--- config.mk ---
export PLATFORM = sky130hd
export DESIGN_NAME = mem_req_arbiter
export DESIGN_NICKNAME = d
export VERILOG_FILES = /design/src/rtl/mem_req_arbiter.sv
export SDC_FILE = /design/constraint.sdc
export NUM_CORES = 1
export LEC_CHECK = 0
export CORE_AREA = 4 4 123 125
export DETAILED_ROUTE_END_ITERATION = 12
export DIE_AREA = 0 0 127 129
export HOLD_SLACK_MARGIN = 0.05
export PLACE_DENSITY = 0.57
export SETUP_SLACK_MARGIN = 0.1
export SYNTH_ARGS = -nofsm -noshare
export SYNTH_HDL_FRONTEND = slang
export SYNTH_SLANG_ARGS = --single-unit
--- constraint.sdc ---
create_clock -name clk -period 6.6 [get_ports clk]
set_input_delay 0.99 -clock clk [delete_from_list [all_inputs] [get_ports clk]]
set_output_delay 0.99 -clock clk [all_outputs]
set_load 0.02 [all_outputs]
--- src/rtl/mem_req_arbiter.sv ---
// rtl/mem_req_arbiter.sv - two-requester sram-like arbiter onto one shared memory port
//
// Ports:
//   clk, reset                 single clock, synchronous active-high reset
//   inst_* (req/wr/size/wstrb/addr/wdata in; addr_ok/data_ok/rdata out)
//   data_* (same as inst_*, higher priority requester)
//   mem_*  (req/wr/size/wstrb/addr/wdata out; addr_ok/data_ok/rdata in)
//
// Grants go to the data side first. A grant is held until the shared
// port accepts, so a requester that is waiting keeps the port even if the
// other side raises req meanwhile. Accepted transactions are tagged with
// their source in an in-order FIFO; mem_data_ok is steered to whichever
// side sits at the FIFO head.
module mem_req_arbiter #(
    parameter int OT_DEPTH = 4
) (
    input  logic        clk,
    input  logic        reset,

    input  logic        inst_req,
    input  logic        inst_wr,
    input  logic [1:0]  inst_size,
    input  logic [3:0]  inst_wstrb,
    input  logic [31:0] inst_addr,
    input  logic [31:0] inst_wdata,
    output logic        inst_addr_ok,
    output logic        inst_data_ok,
    output logic [31:0] inst_rdata,

    input  logic        data_req,
    input  logic        data_wr,
    input  logic [1:0]  data_size,
    input  logic [3:0]  data_wstrb,
    input  logic [31:0] data_addr,
    input  logic [31:0] data_wdata,
    output logic        data_addr_ok,
    output logic        data_data_ok,
    output logic [31:0] data_rdata,

    output logic        mem_req,
    output logic        mem_wr,
    output logic [1:0]  mem_size,
    output logic [3:0]  mem_wstrb,
    output logic [31:0] mem_addr,
    output logic [31:0] mem_wdata,
    input  logic        mem_addr_ok,
    input  logic        mem_data_ok,
    input  logic [31:0] mem_rdata
);

    localparam int PW = (OT_DEPTH > 1) ? $clog2(OT_DEPTH) : 1;
    localparam int CW = PW + 1;
    localparam logic [CW-1:0] FULL_COUNT = CW'(OT_DEPTH);

    // Source tag stored per outstanding transaction.
    localparam logic SRC_INST = 1'b0;
    localparam logic SRC_DATA = 1'b1;

    typedef enum logic [1:0] {
        IDLE      = 2'd0,
        HOLD_INST = 2'd1,
        HOLD_DATA = 2'd2
    } state_t;

    typedef enum logic [1:0] {
        GNT_NONE = 2'd0,
        GNT_INST = 2'd1,
        GNT_DATA = 2'd2
    } grant_t;

    state_t  state, state_next;
    grant_t  grant;

    logic [OT_DEPTH-1:0] tag_mem;
    logic [PW-1:0]       rd_ptr;
    logic [PW-1:0]       wr_ptr;
    logic [CW-1:0]       count;

    logic push;
    logic pop;
    logic head_tag;

    // Grant selection and next state. The full check uses the registered
    // count, so a pop in the full cycle only frees a grant one cycle later.
    always_comb begin
        grant      = GNT_NONE;
        state_next = state;
        case (state)
            IDLE: begin
                if (count < FULL_COUNT) begin
                    if (data_req) begin
                        grant = GNT_DATA;
                    end else if (inst_req) begin
                        grant = GNT_INST;
                    end
                end
                if (!mem_addr_ok) begin
                    if (grant == GNT_DATA) begin
                        state_next = HOLD_DATA;
                    end else if (grant == GNT_INST) begin
                        state_next = HOLD_INST;
                    end
                end
            end
            HOLD_INST: begin
                grant = GNT_INST;
                if (mem_addr_ok) begin
                    state_next = IDLE;
                end
            end
            HOLD_DATA: begin
                grant = GNT_DATA;
                if (mem_addr_ok) begin
                    state_next = IDLE;
                end
            end
            default: begin
                grant      = GNT_NONE;
                state_next = IDLE;
            end
        endcase
    end

    // Shared-port mux; payload defaults to the data side when nothing is granted.
    always_comb begin
        mem_req   = 1'b0;
        mem_wr    = data_wr;
        mem_size  = data_size;
        mem_wstrb = data_wstrb;
        mem_addr  = data_addr;
        mem_wdata = data_wdata;
        if (grant == GNT_INST) begin
            mem_req   = inst_req;
            mem_wr    = inst_wr;
            mem_size  = inst_size;
            mem_wstrb = inst_wstrb;
            mem_addr  = inst_addr;
            mem_wdata = inst_wdata;
        end else if (grant == GNT_DATA) begin
            mem_req   = data_req;
        end
    end

    assign push     = mem_req & mem_addr_ok;
    assign pop      = mem_data_ok & (count != '0);
    assign head_tag = tag_mem[rd_ptr];

    assign inst_addr_ok = mem_addr_ok & mem_req & (grant == GNT_INST);
    assign data_addr_ok = mem_addr_ok & mem_req & (grant == GNT_DATA);

    assign inst_data_ok = pop & (head_tag == SRC_INST);
    assign data_data_ok = pop & (head_tag == SRC_DATA);

    assign inst_rdata = mem_rdata;
    assign data_rdata = mem_rdata;

    always_ff @(posedge clk) begin
        if (reset) begin
            state <= IDLE;
        end else begin
            state <= state_next;
        end
    end

    // Pointers wrap naturally because OT_DEPTH is a power of two.
    always_ff @(posedge clk) begin
        if (reset) begin
            rd_ptr <= '0;
            wr_ptr <= '0;
            count  <= '0;
        end else begin
            if (push) begin
                wr_ptr <= wr_ptr + 1'b1;
            end
            if (pop) begin
                rd_ptr <= rd_ptr + 1'b1;
            end
            case ({push, pop})
                2'b10:   count <= count + 1'b1;
                2'b01:   count <= count - 1'b1;
                default: count <= count;
            endcase
        end
    end

    // Tag storage carries no reset: entries are only read once counted valid.
    always_ff @(posedge clk) begin
        if (push) begin
            tag_mem[wr_ptr] <= (grant == GNT_DATA) ? SRC_DATA : SRC_INST;
        end
    end

endmodule

Word-level counts from Yosys, hierarchy flattened
Index checks and enable logic that the tools add are counted.
{"block": "classes", "eq_ne": 11, "n_addsub": 4, "div_mod_pow": 0, "bitwise_logic": 7, "reduce_logical": 6, "n_lt_le_gt_ge": 4, "multipliers": 0, "shift": 0, "mux": 24}
{"operator": "32-bit two-way mux", "count": 2}
{"operator": "2-bit two-way mux", "count": 8}
{"operator": "2-bit by 1-bit == test with 1-bit output (second input constant)", "count": 4}
{"operator": "2-bit == test (second input constant)", "count": 4}
{"operator": "1-bit two-way mux", "count": 7}
{"operator": "1-bit bitwise AND", "count": 6}
{"operator": "2-bit by 3-bit less-than comparator with 1-bit output (second input constant)", "count": 2}
{"operator": "2-bit case mux with 3 select lines", "count": 1}
{"operator": "3-bit case mux with 2 select lines", "count": 1}
{"operator": "2-bit by 1-bit adder with 2-bit output (second input constant)", "count": 2}
{"operator": "4-bit bitwise mux", "count": 1}
{"operator": "4-bit two-way mux", "count": 1}
{"operator": "2-bit case mux with 2 select lines", "count": 1}
{"operator": "3-bit by 1-bit adder with 3-bit output (second input constant)", "count": 1}
{"operator": "3-bit less-than comparator (second input constant)", "count": 1}
{"operator": "3-bit != test (second input constant)", "count": 1}
{"operator": "3-bit AND reduction", "count": 1}
{"operator": "3-bit nonzero test", "count": 1}
{"operator": "3-bit by 1-bit subtractor with 3-bit output (second input constant)", "count": 1}
{"operator": "1-bit binary-select mux with 2-bit select", "count": 1}
{"operator": "1-bit demux with 2-bit select", "count": 1}
{"operator": "2-bit by 1-bit >= comparator with 1-bit output (second input constant)", "count": 1}
{"operator": "2-bit zero test", "count": 1}
{"operator": "2-bit by 1-bit != test with 1-bit output (second input constant)", "count": 1}
{"operator": "5 further kinds", "count": 5}
{"block": "word_totals", "latch_bits": 0, "n_memories": 0, "mem_bits_rw": 0, "reg_bits": 13, "input_bits": 180, "rom_bits": 0}

Longest topological paths before layout
{"block": "logic_depth", "depth_word": 11, "mapped_depth": 13, "depth_no_buf": 12}

Worst setup path before layout
Ideal clock, no wire load.
{"block": "synth_path", "path_type": "in2out", "start": "input port inst_req", "end": "output port mem_addr[11]", "stages": 4, "n_path_buf": 1, "path_slack_ns": 3.511, "arrival_time_ns": 2.099, "path_cell_list": "nand2_4 -> a221oi_4 -> buf_6 -> mux2_2"}
{"block": "synth_via", "elab_chain_len": 7}
{"item": "start, declared", "line": "20", "rtl": "input logic inst_req,"}
{"item": "1-bit two-way mux", "line": "93", "rtl": "end else if (inst_req) begin"}
{"item": "2-bit two-way mux", "line": "91", "rtl": "if (data_req) begin"}
{"item": "2-bit two-way mux", "line": "90", "rtl": "if (count < FULL_COUNT) begin"}
{"item": "2-bit two-way mux", "line": "88", "rtl": "case (state)"}
{"item": "2-bit case mux with 3 select lines", "line": "88"}
{"item": "2-bit by 1-bit == test with 1-bit output", "line": "132", "rtl": "if (grant == GNT_INST) begin"}
{"item": "32-bit two-way mux", "line": "132"}
{"item": "end, declared", "line": "44", "rtl": "output logic [31:0] mem_addr,"}
Every way passes these cells. The select of a mux whose other input is x is not followed.

Worst setup path after layout
{"block": "layout_path", "start": "input port inst_req", "end": "output port mem_wdata[10]"}
{"block": "layout_via", "elab_chain_len": 7}
{"item": "1-bit two-way mux", "line": "93"}
{"item": "2-bit two-way mux", "line": "91"}
{"item": "2-bit two-way mux", "line": "90"}
{"item": "2-bit two-way mux", "line": "88"}
{"item": "2-bit case mux with 3 select lines", "line": "88"}
{"item": "2-bit by 1-bit == test with 1-bit output", "line": "132"}
{"item": "32-bit two-way mux", "line": "132"}
{"item": "end, declared", "line": "45", "rtl": "output logic [31:0] mem_wdata,"}
Every way passes these cells. The select of a mux whose other input is x is not followed.

==> out/results.tsv <==
stage	metric	value	unit
cts	CTS H-Tree Depth	1	
pwr	Pwr Total	0.00163	W
cts	clock latency on the worst-skew pair	0.24	ns
timing	Peak Freq	0.228	GHz
timing	Tcrit/Tclk final	0.664	
timing	RSZ-0062 raised after global routing	no	
final_layout	commonest cells after routing, fill and taps aside	223 x clkdlybuf4s50_1, 64 x mux2_2, 11 x nor2_1	
drt	DRT Pass-1 Iters	4	
die	DIE HEIGHT	129	um
timing	Clock Skews	0.00287	ns
final_layout	Finished Layout Cells	564	
cts	CTS tree	built	
run_status	status	completed	
die	core area	0.0139	mm2
logic_synthesis	post-synthesis net count	416	
final_layout	area grow syn2layout	88.9	%
placement	number of port buffers	223	
timing	Slew headroom	0.611	
final_layout	Antenna Cells	0	
setup_path	CP required	5.61	ns
global_route	first-pass GRT wire length	13.7	mm
timing	Slew @ Worst Pin	0.582	ns
global_route	largest net degree at the start of global routing	44	
final_layout	Nets	573	
setup_path	worst path arrival time	3.39	ns
drt	drt initial violations	26	
drt	ANT nets after route	0	
logic_synthesis	Syn Area/Cell	9.75	um2
logic_synthesis	YS warnings	0	
pwr	static leakage	1.55	nW
cts	TritonCTS Buffers	3	
die	starting density of the core	0.160	
cts	clock buffer depth	2	
timing	final setup violation count	0	
global_route	initial antenna violation count	0	
global_route	GRT Total Usage	0.106	
drt	WL/cell	17.1	um
cts	Post-CTS Hold Fix Bufs	0	
final_layout	commonest non-fill, non-tap cell in the layout	clkdlybuf4s50_1	
setup_path	CP endpoint kind	output port	
drt	DRC	0	
setup_path	crit start category	input port	
pwr	P per Cell Area	389	mW/mm2
setup_path	Crit Path Category	input port to output port	
logic_synthesis	Mapped Area	0.00222	mm2
final_layout	share of post-route cells with drive strength above 1	0.214	
cts	clock tree sinks	13	
drt	drt total wl	9.67	mm
placement	final RePlAce weighted congestion	0.748	
pwr	Max IR drop VDD	0.180	mV
drt	vias per cell	3.82	
placement	post-DP HPWL	8.55	mm
logic_synthesis	sequential share of the synthesized area	0.135	
cts	post-CTS setup buffers	0	
die	Die W	127	um
global_route	vias in the first global route	2442	
cts	PostCTS Resize Cnt	0	
job	max-cap viol count	0	
cts	Clock Pin Slew Worst Setup and Hold Paths	0.04	ns
timing	setup TNS	0	ns
placement	DP Cell Count	560	
logic_synthesis	post-synthesis cell type count	31	
setup_path	CP Max Fanout	43	
timing	minimum clock period	4.38	ns
die	die footprint	0.0164	mm2
timing	fin. max-slew vios	0	
cts	CTS Root Cell	clkbuf_16	
logic_synthesis	Cells after Synth	228	
drt	routed via count	2153	
min_path	worst min-delay path class	flop to flop	
die	Row Count	43	
global_route	GRT overflow	0	
timing	Fin. Hold Viols	0	
die	I/O pin cnt	320	
logic_synthesis	synthesized flop and latch total	13	
synth_stat cells:
cell type / count / share of area
and3_1: 1 / 0.0028
nor2_1: 11 / 0.019
dfxtp_1: 9 / 0.081
mux2_2: 64 / 0.32
a221oi_4: 1 / 0.012
a22oi_1: 1 / 0.0034
xnor2_1: 1 / 0.0039
o21ai_0: 6 / 0.014
ha_1: 7 / 0.039
nand2b_1: 2 / 0.0056
nor2b_1: 5 / 0.014
mux4_2: 1 / 0.010
inv_1: 9 / 0.015
nand2_1: 3 / 0.0051
edfxtp_1: 4 / 0.054
or3_1: 1 / 0.0028
nor2b_2: 1 / 0.0039
mux2_4: 9 / 0.061
mux2i_1: 2 / 0.0090
and2_1: 6 / 0.017
fa_1: 1 / 0.0090
xor2_1: 3 / 0.012
o21bai_1: 1 / 0.0034
o211ai_1: 1 / 0.0034
nand2_4: 1 / 0.0051
o211a_1: 1 / 0.0045
buf_4: 64 / 0.22
a21oi_1: 2 / 0.0045
o31a_1: 1 / 0.0039
buf_6: 8 / 0.041
clkbuf_1: 1 / 0.0017
stage by stage:
step | cell area, um2 | util | setup WS (ns) | hold WS [ns]
3_3_place_gp | 4120 | 0.297 | 2.23 | 0.494
3_5_place_dp | 4120 | 0.297 | 2.19 | 0.512
4_1_cts | 4200 | 0.303 | 2.18 | 0.516
5_1_grt | 4200 | 0.303 | 2.10 | 0.566
6_report | 4200 | 0.303 | 2.22 | 0.519
2_1_floorplan | 2220 | - | 3.51 | 0.481
final timing paths:
check | cells after the start | slack [ns] | to | start
worst max-delay path | 6 | 2.22 | mem_wdata[10] | inst_req
worst min-delay path | 2 | 0.52 | wr_ptr[1]$_SDFFE_PP0P_ | wr_ptr[1]$_SDFFE_PP0P_
worst max register to register | 12 | 3.61 | count[2]$_SDFFE_PP0P_ | state[0]$_SDFFE_PP0P_
worst min register to register | 2 | 0.52 | wr_ptr[1]$_SDFFE_PP0P_ | wr_ptr[1]$_SDFFE_PP0P_
power breakdown:
part | internal (W) | total [W] | leakage, nW | switching, W
Sequential | 0.000116 | 0.000143 | 0.111 | 0.0000271
Clock | 0.0000813 | 0.000112 | 0.0382 | 0.0000311
Combinational | 0.000725 | 0.00138 | 1.41 | 0.000652
cell type report:
type,instances,area (um2)
clock buffer,4,78.8
fill,1465,9680
inverter,9,33.8
multi-input combinational,133,1320
sequential,13,300
tap,180,225
timing repair buffer,225,2250
sequential cells by signal (all words and copies together) (netlist names):
register	count
rd_ptr	2
count	3
state	2
wr_ptr	2
tag_mem	4
kinds of logic (layout without fill, tap and decap cells):
family | after synthesis | count (layout) | synth area share
simple gates | 31 | 31 | 0.0748
buf+inv | 82 | 238 | 0.273
xor+xnor | 4 | 4 | 0.0158
fa+ha+maj | 8 | 8 | 0.0484
compound gates | 14 | 14 | 0.0484
mux | 76 | 76 | 0.404
flops | 13 | 13 | 0.135
critical path: stages:
cell and delay, ns:
clkdlybuf4s50_1 0.55, nand2_4 0.08, a221oi_4 0.24, buf_4 0.48, mux2_2 0.46, clkdlybuf4s50_1 0.56
layer usage:
metal,vias up,track usage,share of wire
li1,1025,-,-
met1,991,0.120,0.37
met2,129,0.196,0.52
met3,8,0.0452,0.098
met4,0,0.00631,0.0043
met5,-,0,0
No activity file was read; power rests on OpenSTA's default activity.
